## config.mk

```make
export PLATFORM = sky130hd
export DESIGN_NAME = phase_gen
export DESIGN_NICKNAME = d
export VERILOG_FILES = /design/src/rtl/phase_gen_pkg.sv /design/src/rtl/phase_gen_phase_ctr.sv /design/src/rtl/phase_gen.sv
export SDC_FILE = /design/constraint.sdc
export NUM_CORES = 1
export LEC_CHECK = 0
export ABC_CLOCK_PERIOD_IN_PS = 3100
export CORE_MARGIN = 2
export CORE_UTILIZATION = 56
export DETAILED_ROUTE_END_ITERATION = 10
export DONT_BUFFER_PORTS = 1
export GPL_ROUTABILITY_DRIVEN = 0
export GPL_TIMING_DRIVEN = 1
export PLACE_DENSITY_LB_ADDON = 0.12
export SLEW_MARGIN = 30
export SYNTH_ARGS = -nofsm -noshare
export SYNTH_HDL_FRONTEND = slang
export SYNTH_SLANG_ARGS = --single-unit
```

## constraint.sdc

```tcl
create_clock -name clk -period 3.1 [get_ports clk]
set_clock_uncertainty 0.15 [all_clocks]
set_input_delay 0.465 -clock clk [delete_from_list [all_inputs] [get_ports clk]]
set_output_delay 0.465 -clock clk [all_outputs]
set_load 0.03 [all_outputs]
```

## src/rtl/phase_gen_pkg.sv

```systemverilog
// phase_gen_pkg -- shared types and constants for the phase_gen frame sequencer.
//   state_t          : sequencer states (IDLE, LOAD, RUN, DONE)
//   PHASE_W_DEFAULT  : default phase counter width (frame = 2**PHASE_W phases)
//   PHASE_LAST       : last phase of a default-width frame
//   SAMPLE_PHASE_*   : phases at which the downstream nibble-capture stage samples a0
package phase_gen_pkg;

   localparam int PHASE_W_DEFAULT = 3;
   localparam int PHASE_LAST      = 7;
   localparam int SAMPLE_PHASE_A  = 4;
   localparam int SAMPLE_PHASE_B  = 6;

   typedef enum logic [1:0] {
      ST_IDLE = 2'd0,
      ST_LOAD = 2'd1,
      ST_RUN  = 2'd2,
      ST_DONE = 2'd3
   } state_t;

endpackage

```

## src/rtl/phase_gen_phase_ctr.sv

```systemverilog
// phase_ctr -- wrapping PHASE_W-bit phase counter.
//   clk, rst_n : clock, asynchronous active-low reset
//   clr        : force phase to 0 (wins over adv)
//   adv        : advance phase by one, wrapping from the last phase to 0
//   phase      : current phase (registered)
//   last       : phase is the last phase of the frame
module phase_ctr
   import phase_gen_pkg::*;
#(
   parameter int PHASE_W = PHASE_W_DEFAULT
) (
   input  logic               clk,
   input  logic               rst_n,
   input  logic               clr,
   input  logic               adv,
   output logic [PHASE_W-1:0] phase,
   output logic               last
);

   logic [PHASE_W-1:0] phase_q;
   logic [PHASE_W-1:0] phase_d;

   always_comb begin
      phase_d = phase_q;
      if (clr) begin
         phase_d = '0;
      end else if (adv) begin
         phase_d = phase_q + 1'b1;   // natural wrap gives the return to phase 0
      end
   end

   always_ff @(posedge clk or negedge rst_n) begin
      if (!rst_n) begin
         phase_q <= '0;
      end else begin
         phase_q <= phase_d;
      end
   end

   assign phase = phase_q;
   assign last  = (phase_q == {PHASE_W{1'b1}});

endmodule

```

## src/rtl/phase_gen.sv

```systemverilog
// phase_gen -- frame sequencer feeding the nibble-capture stage.
// Accepts one DATA_W word per frame over valid/ready, holds it on a0 for a
// whole 2**PHASE_W-phase frame and drives the phase count on clk_out.
// Runs bursts of burst_len frames, or free-runs (burst_len = 0) until stop.
//   start/stop      : begin a burst (IDLE only) / request end of burst
//   burst_len       : frames per burst, captured on an accepted start
//   in_data/in_valid/in_ready : word handshake, accepted only in LOAD
//   clk_out, enable : current phase, high during active phases 1..7
//   a0              : word held for the current frame
//   frame_strb      : one-cycle pulse on the last phase
//   busy, done      : not IDLE / one-cycle end-of-burst pulse
// Optional feature: define PHASE_GEN_PAUSE_EN to add a `pause` input that
// freezes the phase and frame counter (enable low) while in RUN.
// All outputs are registered.
module phase_gen
   import phase_gen_pkg::*;
#(
   parameter int DATA_W  = 4,
   parameter int PHASE_W = PHASE_W_DEFAULT,
   parameter int BURST_W = 8
) (
   input  logic               clk,
   input  logic               rst_n,
   input  logic               start,
   input  logic               stop,
   input  logic [BURST_W-1:0] burst_len,
   input  logic [DATA_W-1:0]  in_data,
   input  logic               in_valid,
`ifdef PHASE_GEN_PAUSE_EN
   input  logic               pause,
`endif
   output logic               in_ready,
   output logic [PHASE_W-1:0] clk_out,
   output logic               enable,
   output logic [DATA_W-1:0]  a0,
   output logic               frame_strb,
   output logic               busy,
   output logic               done
);

   localparam logic [PHASE_W-1:0] PH_PRE  = {{(PHASE_W-1){1'b1}}, 1'b0};
   localparam logic [BURST_W-1:0] CNT_ONE = {{(BURST_W-1){1'b0}}, 1'b1};

   state_t state_q, state_d;

   logic               stop_q, stop_d;
   logic [BURST_W-1:0] frame_cnt_q, frame_cnt_d;
   logic [BURST_W-1:0] burst_len_q, burst_len_d;
   logic [DATA_W-1:0]  a0_q, a0_d;
   logic               in_ready_q, in_ready_d;
   logic               enable_q, enable_d;
   logic               frame_strb_q, frame_strb_d;
   logic               busy_q, busy_d;
   logic               done_q, done_d;

   logic pause_i;
   logic start_acc;
   logic stop_eff;
   logic handshake;
   logic run_adv;
   logic frame_end;
   logic burst_hit;
   logic phase_last;
   logic ctr_clr;
   logic ctr_adv;

`ifdef PHASE_GEN_PAUSE_EN
   assign pause_i = pause;
`else
   assign pause_i = 1'b0;
`endif

   assign start_acc = (state_q == ST_IDLE) && start;
   // A stop arriving this cycle counts the same as one already latched.
   assign stop_eff  = stop_q || stop;
   // in_ready_q is high exactly in LOAD; a concurrent stop wins over the word.
   assign handshake = (state_q == ST_LOAD) && in_ready_q && in_valid && !stop_eff;
   assign run_adv   = (state_q == ST_RUN) && !pause_i;
   assign frame_end = run_adv && phase_last;
   assign burst_hit = (burst_len_q != '0) && ((frame_cnt_q + CNT_ONE) == burst_len_q);

   // ---------------- FSM: state register ----------------
   always_ff @(posedge clk or negedge rst_n) begin
      if (!rst_n) begin
         state_q <= ST_IDLE;
      end else begin
         state_q <= state_d;
      end
   end

   // ---------------- FSM: next state ----------------
   always_comb begin
      state_d = state_q;
      case (state_q)
         ST_IDLE: if (start) state_d = ST_LOAD;
         ST_LOAD: begin
            if (stop_eff)       state_d = ST_DONE;
            else if (handshake) state_d = ST_RUN;
         end
         ST_RUN: begin
            if (frame_end) state_d = (stop_eff || burst_hit) ? ST_DONE : ST_LOAD;
         end
         ST_DONE: state_d = ST_IDLE;
         default: state_d = ST_IDLE;
      endcase
   end

   // ---------------- FSM: outputs (registered from next state) ----------------
   always_comb begin
      in_ready_d   = (state_d == ST_LOAD);
      busy_d       = (state_d != ST_IDLE);
      done_d       = (state_d == ST_DONE);
      // Entering RUN from LOAD is never paused; only a RUN->RUN hold drops enable.
      enable_d     = (state_d == ST_RUN) && !((state_q == ST_RUN) && pause_i);
      frame_strb_d = run_adv && (clk_out == PH_PRE);
   end

   // ---------------- datapath: stop latch, frame counter, word ----------------
   always_comb begin
      stop_d      = stop_q;
      frame_cnt_d = frame_cnt_q;
      burst_len_d = burst_len_q;
      a0_d        = a0_q;

      if (state_q == ST_RUN && stop) stop_d = 1'b1;
      if (state_d == ST_DONE)        stop_d = 1'b0;

      if (start_acc) begin
         frame_cnt_d = '0;
         burst_len_d = burst_len;
      end else if (frame_end) begin
         frame_cnt_d = frame_cnt_q + CNT_ONE;
      end

      if (handshake) a0_d = in_data;
   end

   always_ff @(posedge clk or negedge rst_n) begin
      if (!rst_n) begin
         stop_q       <= 1'b0;
         frame_cnt_q  <= '0;
         burst_len_q  <= '0;
         a0_q         <= '0;
         in_ready_q   <= 1'b0;
         enable_q     <= 1'b0;
         frame_strb_q <= 1'b0;
         busy_q       <= 1'b0;
         done_q       <= 1'b0;
      end else begin
         stop_q       <= stop_d;
         frame_cnt_q  <= frame_cnt_d;
         burst_len_q  <= burst_len_d;
         a0_q         <= a0_d;
         in_ready_q   <= in_ready_d;
         enable_q     <= enable_d;
         frame_strb_q <= frame_strb_d;
         busy_q       <= busy_d;
         done_q       <= done_d;
      end
   end

   // Phase wraps to 0 on the last RUN phase; IDLE/DONE hold it at 0.
   assign ctr_clr = (state_d == ST_IDLE) || (state_d == ST_DONE);
   assign ctr_adv = handshake || run_adv;

   phase_ctr #(
      .PHASE_W (PHASE_W)
   ) u_phase_ctr (
      .clk   (clk),
      .rst_n (rst_n),
      .clr   (ctr_clr),
      .adv   (ctr_adv),
      .phase (clk_out),
      .last  (phase_last)
   );

   assign in_ready   = in_ready_q;
   assign enable     = enable_q;
   assign a0         = a0_q;
   assign frame_strb = frame_strb_q;
   assign busy       = busy_q;
   assign done       = done_q;

endmodule

```

==> qor.csv <==
stage;metric;value;unit
status;status;completed;
timing;max_slew.worst_pin.slew;0.714;ns
floorplan;die_w;57.7;um
synthesis;muxShareOfSynthArea;9.68;%
setup_path;cp_max_fo;7;
finish;layout_commonest_cell;dfrtp_1;
floorplan;fp-row-count;19;
synthesis;syn_nets;169;
drt;drc;0;
cts;cts_root_buffer;clkbuf_4;
drt;viasPerCell;6.19;
cts;clockBufferDepth;2;
finish;multi_input_area;792;um2
cts;clkTransAtPathRegs;0.09;ns
synthesis;synth_warnings;0;
power;p_total;1510;uW
worst_hold_path;hold_class;input port to flip-flop;
setup_path;cpMostUsedCell;ha_1;
synthesis;synth_top_area_cell;dfrtp_1;
setup_path;crit_required;3.20;ns
drt;antenna_left;0;
power;ir_drop;660;uV
timing;finalHoldViolCount;0;
global_route;grt_max_degree;32;
synthesis;seq_area_frac_synth;48.0;%
global_route;grtUsageTotal;20.9;%
flow_run;cap_violations;0;
timing;fin_tns_setup;0;ns
global_route;grt_pass1_vias;1137;
synthesis;synth_top_family_by_area;compound AO/OA/AOI/OAI gates;
finish;instances_no_fill;181;
synthesis;synth_cell_types;36;
setup_path;crit_chain;ha_1 > nand2_1 > o41ai_2 > a21oi_1 > o32a_1 > o31ai_2 > ha_1 > a211oi_1;
drt;wl;3.06;mm
timing;setup_ws;0.336;ns
timing;slew_violations;0;
setup_path;criticalPathCategory;flip-flop to flip-flop;
finish;area_delta_synth_final;7.82;%
global_route;antenna_found_initial;0;
place;dpl_worst_slack;0.199;ns
synthesis;netlist_top_cells_area;dfrtp_1 (48%), mux2_2 (9.1%), ha_1 (7.0%);
floorplan;start_util;58.6;%
place;hpwlAfterDp;2.26;mm
finish;nFillCells;227;
finish;register_area;776;um2
synthesis;yosys.area_share.simple;12.3;%
drt;drtPass1Iterations;4;
global_route;grt_overflow;0;
finish;diodes;0;
drt;avgRoutedWirePerCell;16.9;um
setup_path;cpMaxStageDelayCell;dfrtp_1;
timing;min_period;2.76;ns
synthesis;netlist_area;1620;um2
cts;htreeDepth;2;
setup_path;end_kind;flip-flop;
synthesis;synth_adder_area_share;6.97;%
synthesis;netlist_instances;143;
setup_path;worstSetupStartpointType;flip-flop;
cts;clkLatencyLatePin;0.33;ns
finish;layout_common_cells;dfrtp_1 (31), mux2_2 (13), nor2_1 (10), o21ai_0 (10), ha_1 (9);
finish;fin_nets;176;
synthesis;netlist.area_leader.share;48.0;%
synthesis;ys_seq_elements;31;
floorplan;core_area;2760;um2
cts;cts.sink_count;31;
synthesis;synth_area_per_cell;11.3;um2
synthesis;synth-xor-area-share;5.96;%
timing;setup_violations;0;
timing;rsz0062_at_grt;false;
finish;final_cell_area;1740;um2
finish;layout-drive-gt1-share;20.0;%
synthesis;synth_compound_area_share;13.8;%
drt;vias;1120;
timing;timing.slew.headroom;52.2;%
power;powerDensity;867;nW/um2
cts;tritoncts;yes;
place;place_inst;172;
timing;post-route-period-util;89.2;%
floorplan;dieArea;3330;um2
drt;drt_iter0_drc;44;
timing;fmax;362;MHz
setup_path;critPathArrivalTime;2.86;ns
global_route;grt_pass1_wl;5.15;mm
setup_path;slowest_delay;0.44;ns
cts;numCtsBuffers;5;
place;placed_area;1640;um2
place;port_buffers;0;
floorplan;io_pins;29;
floorplan;die_h;57.7;um
power;p_leak;0.000765;uW
where the power goes:
| part | switching, uW | total (uW) | internal, uW |
|---|---|---|---|
| combinational | 240 | 474 | 234 |
| clock | 131 | 297 | 166 |
| sequential | 210 | 739 | 529 |
worst max-delay path: cells and delay by family (launching register included):
| kind | cells | cell delay, ns |
|---|---|---|
| AOI/OAI and AO/OA | 5 | 1.20 |
| and+or+nand+nor | 1 | 0.23 |
| adders and majority gates | 2 | 0.66 |
| DFF | 1 | 0.44 |
final timing paths:
| check | slack (ns) | startpoint | depth (start not counted) | to |
|---|---|---|---|---|
| max in group asynchronous | 2.21 | rst_n | 2 | frame_cnt_q[5]$_DFFE_PN0P_ |
| worst min register to register | 0.36 | frame_cnt_q[7]$_DFFE_PN0P_ | 1 | frame_cnt_q[7]$_DFFE_PN0P_ |
| worst max-delay path | 0.34 | frame_cnt_q[0]$_DFFE_PN0P_ | 8 | u_phase_ctr.phase[1]$_DFFE_PN0P_ |
| worst max register to register | 0.34 | frame_cnt_q[0]$_DFFE_PN0P_ | 8 | u_phase_ctr.phase[1]$_DFFE_PN0P_ |
| min in group asynchronous | 0.42 | rst_n | 2 | busy$_DFF_PN0_ |
| worst min-delay path | 0.13 | burst_len[2] | 1 | burst_len_q[2]$_DFFE_PN0P_ |
cells in the mapped netlist:
cell type,instances
nand3_1,6
and3_1,2
or2_2,1
a32o_1,1
nand2b_1,1
nor2b_1,3
dfrtp_1,31
buf_6,3
o2111ai_1,1
o31ai_1,5
nor4_2,1
a21oi_1,7
or3_1,1
o21ai_0,10
nor3b_2,1
a211oi_1,1
nor4_1,1
mux2_2,13
a31oi_1,1
and3_4,1
and3_2,1
xnor2_1,8
xor2_1,3
mux2i_1,1
nor2_1,10
nand2_1,7
o41ai_2,1
o31a_1,2
nor3_1,1
a21o_1,1
inv_1,3
o32a_1,1
o41ai_1,1
clkbuf_1,2
a22oi_1,1
ha_1,9
cell families after synthesis:
| group | Yosys count |
|---|---|
| muxes | 14 |
| adders and majority gates | 9 |
| and+or+nand+nor | 37 |
| buffers and inverters | 8 |
| xor gates and xnor gates | 11 |
| DFF | 31 |
| AOI/OAI and AO/OA | 33 |
timing repair:
action,4_1_cts,5_1_grt
endpoints found under the setup margin,0,4
resized for setup,0,1
hold endpoints to repair,31,0
setup buffers,0,0
hold buffers,2,0
layer usage:
metal	vias up	wire (um)	GRT usage [%]
li1	528	-	-
met1	548	1350	27.3
met2	36	1440	32.3
met3	8	221	8.26
met4	0	51	5.98
met5	-	0	0
through the flow:
step | hold slack [ns] | util, %
final | 0.133 | 63.2
after global routing | 0.111 | 63.2
after CTS | 0.119 | 63.0
after detailed placement | 0.0203 | 59.3
after global placement | 0.0203 | 59.3
after floorplan | 0.0194 | -
cell type report:
type / instances / area share [%]
multi-input cells: 104 / 45.5
clock buffers: 6 / 2.37
inverters: 3 / 0.647
flip-flops and latches: 31 / 44.5
repair buffers: 5 / 3.02
well taps: 31 / 2.23
clock inverters: 1 / 1.72
sequential cells by signal, indices dropped and copies added, names as in the netlist, 2 cells and up:
name               count
a0                     4
burst_len_q            8
frame_cnt_q            8
state_q                2
u_phase_ctr.phase      3
Note: power is estimated with default switching activity, not from simulation.
